### src/rtl/kia_ps2_queue.sv
// kia_ps2_queue: PS/2 receiver with scan-code FIFO and 8-bit bus slave.
// Define KIA_PARITY_CHECK_EN to drop odd-parity failures and report PERR.
module kia_ps2_queue #(
    parameter int unsigned DEPTH_LOG2 = 4,
    parameter logic [15:0] TIMEOUT    = 16'd50000
) (
    input  logic       CLK_I,
    input  logic       RES_I,
    input  logic [1:0] ADR_I,
    input  logic       WE_I,
    input  logic       CYC_I,
    input  logic       STB_I,
    input  logic [7:0] DAT_I,
    output logic       ACK_O,
    output logic [7:0] DAT_O,
    output logic       INT_O,
    input  logic       D_I,
    input  logic       C_I
);

    localparam int unsigned DEPTH = 1 << DEPTH_LOG2;
    localparam int unsigned PW    = DEPTH_LOG2 + 1;

    typedef enum logic [1:0] {
        S_IDLE,
        S_DATA,
        S_PAR,
        S_STOP
    } rx_t;

    logic c_s1_q, c_s2_q, c_s3_q;
    logic d_s1_q, d_s2_q;
    logic c_fall;

    rx_t         st_q;
    logic [2:0]  bit_q;
    logic [7:0]  sh_q;
    logic [15:0] tmo_q;
    logic        par_bad;

    logic [PW-1:0] wp_q, rp_q;
    logic [PW-1:0] fill;
    logic [7:0]    mem_q [DEPTH];
    logic          empty, full;

    logic       ack_q, ack_d;
    logic [7:0] dat_q, rd;
    logic       acc_we_q;
    logic [1:0] acc_adr_q;
    logic [1:0] acc_dat_q;
    logic       ie_q, int_q;
    logic       ovf_q, ferr_q, perr_q;

    logic at_stop, stop_err, perr_set, push_req, tmo_hit;
    logic ferr_set, ovf_set, push, pop, bus_wr, clr;
    logic unused_dat;

    assign unused_dat = ^DAT_I[7:2];

    always_ff @(posedge CLK_I or negedge RES_I) begin
        if (!RES_I) begin
            c_s1_q <= 1'b1;
            c_s2_q <= 1'b1;
            c_s3_q <= 1'b1;
            d_s1_q <= 1'b1;
            d_s2_q <= 1'b1;
        end else begin
            c_s1_q <= C_I;
            c_s2_q <= c_s1_q;
            c_s3_q <= c_s2_q;
            d_s1_q <= D_I;
            d_s2_q <= d_s1_q;
        end
    end

    assign c_fall = c_s3_q & ~c_s2_q;

`ifdef KIA_PARITY_CHECK_EN
    logic par_q;
    assign par_bad = ~(^{par_q, sh_q});
`else
    assign par_bad = 1'b0;
`endif

    assign at_stop  = c_fall & (st_q == S_STOP);
    assign stop_err = at_stop & ~d_s2_q;
    assign perr_set = at_stop & d_s2_q & par_bad;
    assign push_req = at_stop & d_s2_q & ~par_bad;
    assign tmo_hit  = ~c_fall & (st_q != S_IDLE) & (tmo_q == TIMEOUT);
    assign ferr_set = stop_err | tmo_hit;

    always_ff @(posedge CLK_I or negedge RES_I) begin
        if (!RES_I) begin
            st_q  <= S_IDLE;
            bit_q <= '0;
            sh_q  <= '0;
            tmo_q <= '0;
`ifdef KIA_PARITY_CHECK_EN
            par_q <= 1'b0;
`endif
        end else if (c_fall) begin
            tmo_q <= '0;
            unique case (st_q)
                S_IDLE: begin
                    if (!d_s2_q) begin
                        st_q  <= S_DATA;
                        bit_q <= '0;
                    end
                end
                S_DATA: begin
                    sh_q  <= {d_s2_q, sh_q[7:1]};
                    bit_q <= bit_q + 3'd1;
                    if (bit_q == 3'd7) st_q <= S_PAR;
                end
                S_PAR: begin
`ifdef KIA_PARITY_CHECK_EN
                    par_q <= d_s2_q;
`endif
                    st_q <= S_STOP;
                end
                S_STOP: st_q <= S_IDLE;
                default: st_q <= S_IDLE;
            endcase
        end else if (st_q == S_IDLE) begin
            tmo_q <= '0;
        end else if (tmo_hit) begin
            // stalled device: abandon the partial frame
            st_q  <= S_IDLE;
            tmo_q <= '0;
        end else begin
            tmo_q <= tmo_q + 16'd1;
        end
    end

    assign empty = (wp_q == rp_q);
    assign full  = (wp_q[DEPTH_LOG2-1:0] == rp_q[DEPTH_LOG2-1:0])
                 & (wp_q[PW-1] != rp_q[PW-1]);
    assign fill  = wp_q - rp_q;

    assign bus_wr  = ack_q & acc_we_q;
    assign pop     = bus_wr & (acc_adr_q == 2'd1) & ~empty;
    assign clr     = bus_wr & (acc_adr_q == 2'd2) & acc_dat_q[1];
    assign push    = push_req & (~full | pop);
    assign ovf_set = push_req & full & ~pop;

    always_ff @(posedge CLK_I or negedge RES_I) begin
        if (!RES_I) begin
            wp_q <= '0;
            rp_q <= '0;
            for (int i = 0; i < int'(DEPTH); i++) mem_q[i] <= '0;
        end else begin
            if (push) begin
                mem_q[wp_q[DEPTH_LOG2-1:0]] <= sh_q;
                wp_q <= wp_q + 1'b1;
            end
            if (pop) rp_q <= rp_q + 1'b1;
        end
    end

    always_comb begin
        rd = '0;
        unique case (ADR_I)
            2'd0: rd = {2'b00, ie_q & ~empty, perr_q, ferr_q,
                        ovf_q, full, empty};
            2'd1: rd = mem_q[rp_q[DEPTH_LOG2-1:0]];
            2'd2: rd = {7'b0, ie_q};
            2'd3: rd = 8'(fill);
            default: rd = '0;
        endcase
    end

    assign ack_d = CYC_I & STB_I & ~ack_q;

    // Requests are latched at the strobe edge and committed at ACK end.
    always_ff @(posedge CLK_I or negedge RES_I) begin
        if (!RES_I) begin
            ack_q     <= 1'b0;
            dat_q     <= '0;
            acc_we_q  <= 1'b0;
            acc_adr_q <= '0;
            acc_dat_q <= '0;
            ie_q      <= 1'b0;
            int_q     <= 1'b0;
            ovf_q     <= 1'b0;
            ferr_q    <= 1'b0;
            perr_q    <= 1'b0;
        end else begin
            ack_q <= ack_d;
            if (ack_d) begin
                acc_we_q  <= WE_I;
                acc_adr_q <= ADR_I;
                acc_dat_q <= DAT_I[1:0];
                dat_q     <= rd;
            end else begin
                dat_q <= '0;
            end
            if (bus_wr && acc_adr_q == 2'd2) ie_q <= acc_dat_q[0];
            int_q  <= ie_q & ~empty;
            ovf_q  <= ovf_set  | (ovf_q  & ~clr);
            ferr_q <= ferr_set | (ferr_q & ~clr);
            perr_q <= perr_set | (perr_q & ~clr);
        end
    end

    assign ACK_O = ack_q;
    assign DAT_O = dat_q;
    assign INT_O = int_q;

endmodule

### config.mk
export PLATFORM = sky130hd
export DESIGN_NAME = kia_ps2_queue
export DESIGN_NICKNAME = d
export VERILOG_FILES = /design/src/rtl/kia_ps2_queue.sv
export SDC_FILE = /design/constraint.sdc
export NUM_CORES = 1
export LEC_CHECK = 0
export CAP_MARGIN = 20
export CELL_PAD_IN_SITES_DETAIL_PLACEMENT = 0
export CELL_PAD_IN_SITES_GLOBAL_PLACEMENT = 1
export CORE_MARGIN = 2
export CORE_UTILIZATION = 40
export CTS_BUF_LIST = sky130_fd_sc_hd__clkbuf_2
export DETAILED_ROUTE_END_ITERATION = 6
export PLACE_DENSITY = 0.62
export SKIP_CTS_REPAIR_TIMING = 1
export SYNTH_ARGS = -nofsm -noshare
export SYNTH_HDL_FRONTEND = slang
export SYNTH_SLANG_ARGS = --single-unit
### constraint.sdc
create_clock -name CLK_I -period 3.95 [get_ports CLK_I]
set_input_delay 0.79 -clock CLK_I [delete_from_list [all_inputs] [get_ports CLK_I]]
set_output_delay 0.79 -clock CLK_I [all_outputs]
set_load 0.05 [all_outputs]
==> results.md, run 1 <==
- Status: finished, final reports clean
- Fin nets: 718
- Synth Area in Adders: 2.61%
- Crit. End Element: register
- Worst VDD drop: 0.000163 V
- Synth area leaders: dfrtp_1 52%, mux2_2 17%, mux4_2 6.6%, ha_1 2.4%, nand2_1 2.1%
- Gpl congestion: 0.786
- Fmax: 332 MHz
- Htree depth: 4
- Post-synth top cells: 186 x dfrtp_1, 137 x mux2_2, 51 x nand2_1
- Io pins: 27
- Cell family with most CP delay: simple AND/OR/NAND/NOR gates
- Total power: 3.32 mW
- Max incr delay on CP: 0.75 ns
- Clock latency on the worst-skew pair: 0.76 ns
- Clock Skews: 0.0283 ns
- Layout cells sized above 1: 34.8%
- Die ar.: 23500 µm²
- Min cycle time layout: 3.02 ns
- Worst path bufs/invs: 0
- XOR/XNOR Fraction of Synth Area: 2.26%
- Root buffer cell: clkbuf_2
- Clock transition at the registers of the reported paths: 0.29 ns
- Count leader, synth: dfrtp_1
- Met2 WL: 9790 µm
- Max_cap viols: 0
- Met1 wire length: 9060 µm
- Synth Register Bits: 191
- Pins Over Slew Limit: 0
- HP Class: in -> async
- RSZ-0062 raised after global routing: false
- Dpl hpwl: 13100 µm
- Syn_area_per_cell: 13.5 µm²
- Crit-path max FO: 10
- Drt drc: 0
- Sequential area share after synthesis: 53.7%
- Register area: 4790 µm²
- Largest net degree at the start of global routing: 96
- Drt total wl: 20000 µm
- Startpoint types: register
- Static Leakage: 4.45 nW
- Synthesis Warnings: 0
- Synthesized area: 8910 µm²
- Die Y: 153 µm
- Synth Area in Compound Gates: 3.64%
- Synth async-reset ratio: 100%
- Clk sinks: 191
- Mapped Cells: 659
- Syn_nets: 694
- Initial Util: 40.8%
- First-pass GRT wire length: 31900 µm
- Drt initial violations: 304
- CTS tree: built
- Power per cell area: 343 nW/µm²
- Wire length on met3: 739 µm
- Post-synth EDFFs: 0
- Via count: 5328
- Core outline area: 21800 µm²
- Final setup viols: 0
- Required time worst endpoint: 4.61 ns
- Post-DRT Antenna Nets: 0
- Total track usage: 17.8%
- Fin Hold WS: 0.0469 ns
- Mux cell area share after synthesis: 25.7%
- Number of global-route vias before repair: 5593
- Slowest stage cell, crit path: dfrtp_1
- Die X: 153 µm
- TritonRoute pass-1 iters: 4
- Post-synthesis cell type count: 55
- TNS Setup: 0 ns
- Synthesis-to-layout area growth: 8.58%
- Post-DR vias/cell: 5.45
- Area of the multi-input gates: 3930 µm²
- Rows: 54
- Grt ovf: 0
- Finished Core Util: 44.3%
- WL/cell: 20.5 µm
- Tcrit/Tclk final: 76.4%
- Relative slew slack: 43.4%
- Top FF cell, synth: dfrtp_1
- Uppermost routed layer: met4
- Placed Cells: 944
- Clock buffer depth: 2
- CTS Buf Count: 17
- Initial antenna violation count: 1
- CP cell instances: ha_1, and4_1, a31oi_4, nand2_4, nor2_2, mux2_2
- Simple-Gate Fraction of Synth Area: 9.90%
- Fill cells: 1995
- Fin. Hold Viols: 0
- Largest family of logic cells by synthesized area: multiplexers
- Worst-Margin Slew: 0.849 ns
- Port bufs: 20
- Worst Path Arrival: 3.68 ns
- Final Non-Filler Cells: 978
- Share of the synthesized area in the top cell type: 52.2%
- Cell accounting for the most synthesized area: dfrtp_1
- Worst Path Class, Setup: reg -> reg
kinds of logic after synthesis:
family	Yosys count
AO/OA/AOI/OAI	49
multiplexers	179
flip-flops	191
buffers and inverters	44
adder cells (fa/ha/maj)	18
AND/OR/NAND/NOR	155
XOR/XNOR	23
per-stage QoR:
| stage | worst slack, ns | instance area [µm²] |
|---|---|---|
| 6_report | 0.934 | 9680 |
| 5_1_grt | 0.779 | 9680 |
| 4_1_cts | 0.870 | 9670 |
| 3_5_place_dp | 0.939 | 9440 |
| 3_3_place_gp | 0.980 | 9440 |
| 2_1_floorplan | 1.07 | 8910 |
final timing paths:
check / cells after the start / to / slack, ns / from
worst min-delay path: 1 / bit_q[0] / 0.05 / RES_I
worst max-delay path: 6 / mem_q[65] / 0.93 / wp_q[2]
worst min register to register: 0 / d_s2_q / 0.38 / d_s1_q
worst max register to register: 6 / mem_q[65] / 0.93 / wp_q[2]
max in group asynchronous: 2 / mem_q[63] / 2.84 / RES_I
min in group CLK_I: 0 / d_s2_q / 0.38 / d_s1_q
cell usage in the layout (no fill, tap or decap), types with 13 or more instances in the layout:
master / synthesis / routed
clkbuf_2: 0 / 17
clkdlybuf4s50_1: 0 / 19
dfrtp_1: 186 / 185
ha_1: 17 / 17
inv_1: 13 / 13
mux2_2: 137 / 137
mux2i_1: 16 / 16
mux4_2: 26 / 26
nand2_1: 51 / 51
nand3_1: 18 / 18
nor2_1: 17 / 17
o21ai_0: 18 / 18
cell type report:
class	instances	share of cell area, %
sequential	191	49.5
tap	280	3.62
multi-input combinational	424	40.6
clock inverter	15	1.50
clock buffer	17	0.879
inverter	16	0.621
antenna	2	0.0517
timing repair buffer	33	3.25
flip-flops by register name (all words and copies together) (netlist names), 2 cells and up:
signal	flops
rp_q	5
tmo_q	16
bit_q	3
wp_q	5
DAT_O	8
mem_q	128
sh_q	8
acc_dat_q	2
st_q	2
acc_adr_q	2
routing by layer:
layer	track usage, %	vias up
met4	5.69	0
li1	-	2432
met3	3.15	23
met5	0	-
met1	24.1	2781
met2	29.1	92
power breakdown:
| part | leakage [nW] | switching, mW | internal (mW) |
|---|---|---|---|
| registers | 2.63 | 0.108 | 2.01 |
| clock network | 0.138 | 0.745 | 0.204 |
| logic | 1.67 | 0.155 | 0.0919 |
| total | 4.45 | 1.01 | 2.31 |
No activity file was read; power rests on OpenSTA's default activity.
==> run 2, diff against run 1 <==
==> constraint.sdc (replaced) <==
create_clock -name CLK_I -period 3 [get_ports CLK_I]
set_input_delay 0.6 -clock CLK_I [delete_from_list [all_inputs] [get_ports CLK_I]]
set_output_delay 0.6 -clock CLK_I [all_outputs]
set_load 0.05 [all_outputs]
==> run 2 against run 1 <==
  * Critical path depth rose by 1
  * Sequential share of layout area down 0.94 points
  * Clock power up 42%
  * Via count fell by 0.15%
  * Sequential power is 32% higher
  * Utilization up 0.86 points
  * Flip-flop and latch count unchanged
  * Global-route usage rose by 0.19 points
  * Clock skew is 0.0039 ns higher
  * Critical endpoint is now mem_q[122]
==> results.md, run 2 (same netlist as run 1, synthesis figures left out) <==
- Finished Core Util: 45.2% (+0.86 points)
- Tcrit/Tclk final: 93.8% (+17 points)
- Worst Path Class, Setup: reg -> reg
- Min cycle time layout: 2.81 ns (-0.202 ns)
- Relative slew slack: 56.4% (+13 points)
- Drt drc: 0 (unchanged)
- Initial antenna violation count: 1 (unchanged)
- RSZ-0062 raised after global routing: false
- Clock transition at the registers of the reported paths: 0.26 ns (-0.03 ns)
- Final Non-Filler Cells: 993 (+1.5%)
- Die ar.: 23500 µm² (unchanged)
- Htree depth: 4 (unchanged)
- Post-route cell area: 9860 µm² (+1.9%)
- Drt initial violations: 289 (-4.9%)
- Core outline area: 21800 µm² (unchanged)
- Fmax: 355 MHz (+7.2%)
- Layout cells sized above 1: 35.7% (+0.90 points)
- Die X: 153 µm (unchanged)
- Post-DRT Antenna Nets: 0 (unchanged)
- Required time worst endpoint: 3.64 ns (-0.97 ns)
- Status: finished, final reports clean
- CTS tree: built
- TNS Setup: 0 ns (unchanged)
- Fill cells: 1995 (unchanged)
- Synthesis-to-layout area growth: 10.7%
- Startpoint types: register
- Root buffer cell: clkbuf_2
- Pre-CTS setup slack: 0.186 ns (-0.753 ns)
- Total power: 4.48 mW (+35%)
- Largest net degree at the start of global routing: 70 (-27%)
- Placed Area: 9590 µm² (+1.6%)
- WL/cell: 20.0 µm (-2.1%)
- Fin nets: 734 (+2.2%)
- Largest register FFs: 128 (unchanged)
- Final setup margin: 0.186 ns (-0.748 ns)
- Placed Cells: 959 (+1.6%)
- Drt total wl: 19900 µm (-0.64%)
- Commonest non-fill, non-tap cells in the layout: 185 x dfrtp_1, 137 x mux2_2, 51 x nand2_1
- Pins Over Slew Limit: 0 (unchanged)
- Fin. Hold Viols: 0 (unchanged)
- Clock buffer depth: 2 (unchanged)
- Worst VDD drop: 0.000194 V (+19%)
- HP Class: in -> reg
- Crit. End Element: register
- Worst Path Arrival: 3.46 ns (-0.22 ns)
- Worst-Margin Slew: 0.652 ns (-0.197 ns)
- Clk sinks: 191 (unchanged)
- Max_cap viols: 0 (unchanged)
- Post-DR vias/cell: 5.36 (-1.7%)
- Dpl hpwl: 13500 µm (+3.2%)
- Rows: 54 (unchanged)
- Clock latency on the worst-skew pair: 0.75 ns (about the same)
- Number of global-route vias before repair: 5710 (+2.1%)
- First-pass GRT wire length: 32500 µm (+2.1%)
- Initial Util: 40.8% (unchanged)
- Most flop-heavy register: mem_q
- Biggest regs: mem_q (128), tmo_q (16)
- Fin Hold WS: 0.227 ns (+0.180 ns)
- Via count: 5320 (-0.15%)
- Crit-path max FO: 8 (-2)
- Grt ovf: 0 (unchanged)
- Most common cell after layout, fill and taps aside: dfrtp_1
- Io pins: 27 (unchanged)
- Die Y: 153 µm (unchanged)
- TritonRoute pass-1 iters: 4 (unchanged)
- Port bufs: 20 (unchanged)
- CTS Buf Count: 17 (unchanged)
- Static Leakage: 4.55 nW (+2.3%)
- Total track usage: 18.0% (+0.19 points)
- Clock Skews: 0.0322 ns (+0.00387 ns)
- Final setup viols: 0 (unchanged)
- Power per cell area: 454 nW/µm² (+33%)
- Gpl congestion: 0.794 (+1.1%)
[run 2: cell count changes in the layout (fill, tap and decap cells not counted), moves of 2 or more]
cell / change
bufinv_16: +3
inv_8: -5
buf_4: +12
inv_6: -2
clkinv_1: +3
buf_12: +3
[run 2: final timing paths]
check	startpoint	end	slack, ns	depth (start not counted)
max	wp_q[0]	mem_q[122]	0.19	7
min	D_I	d_s1_q	0.23	1
max reg2reg	wp_q[0]	mem_q[122]	0.19	7
min reg2reg	d_s1_q	d_s2_q	0.37	0
max in group asynchronous	RES_I	c_s1_q	1.89	3
min in group asynchronous	RES_I	acc_dat_q[1]	0.36	2
[run 2: final cells by class]
type	instances	area [µm²]	area share (%)
Tap cell	280	350	3.55
Inverter	16	60.1	0.609
Sequential cell	191	4790	48.5
Clock inverter	14	165	1.67
Timing Repair Buffer	49	474	4.81
Multi-Input combinational cell	424	3930	39.9
Clock buffer	18	90.1	0.913
Antenna cell	1	2.50	0.0254
[run 2: critical path, stage by stage, from the launching register on]
cell and delay (ns):
dfrtp_1 0.47, inv_1 0.18, ha_1 0.28, and4_1 0.27, a31oi_4 0.45, nand2_4 0.14
nor3_4 0.53, mux2_2 0.40
[run 2: report_power, final]
part	switching [mW]	internal, mW
registers	0.147	2.65
logic	0.206	0.127
clock network	0.884	0.467
total	1.24	3.24
[run 2: layer usage]
| metal | vias up | GRT usage [%] | part of all wire, % |
|---|---|---|---|
| met5 | - | 0 | 0 |
| met4 | 0 | 4.76 | 1.4 |
| met3 | 15 | 3.71 | 3.5 |
| met2 | 69 | 29.7 | 49 |
| met1 | 2786 | 24.2 | 46 |
| li1 | 2450 | - | - |
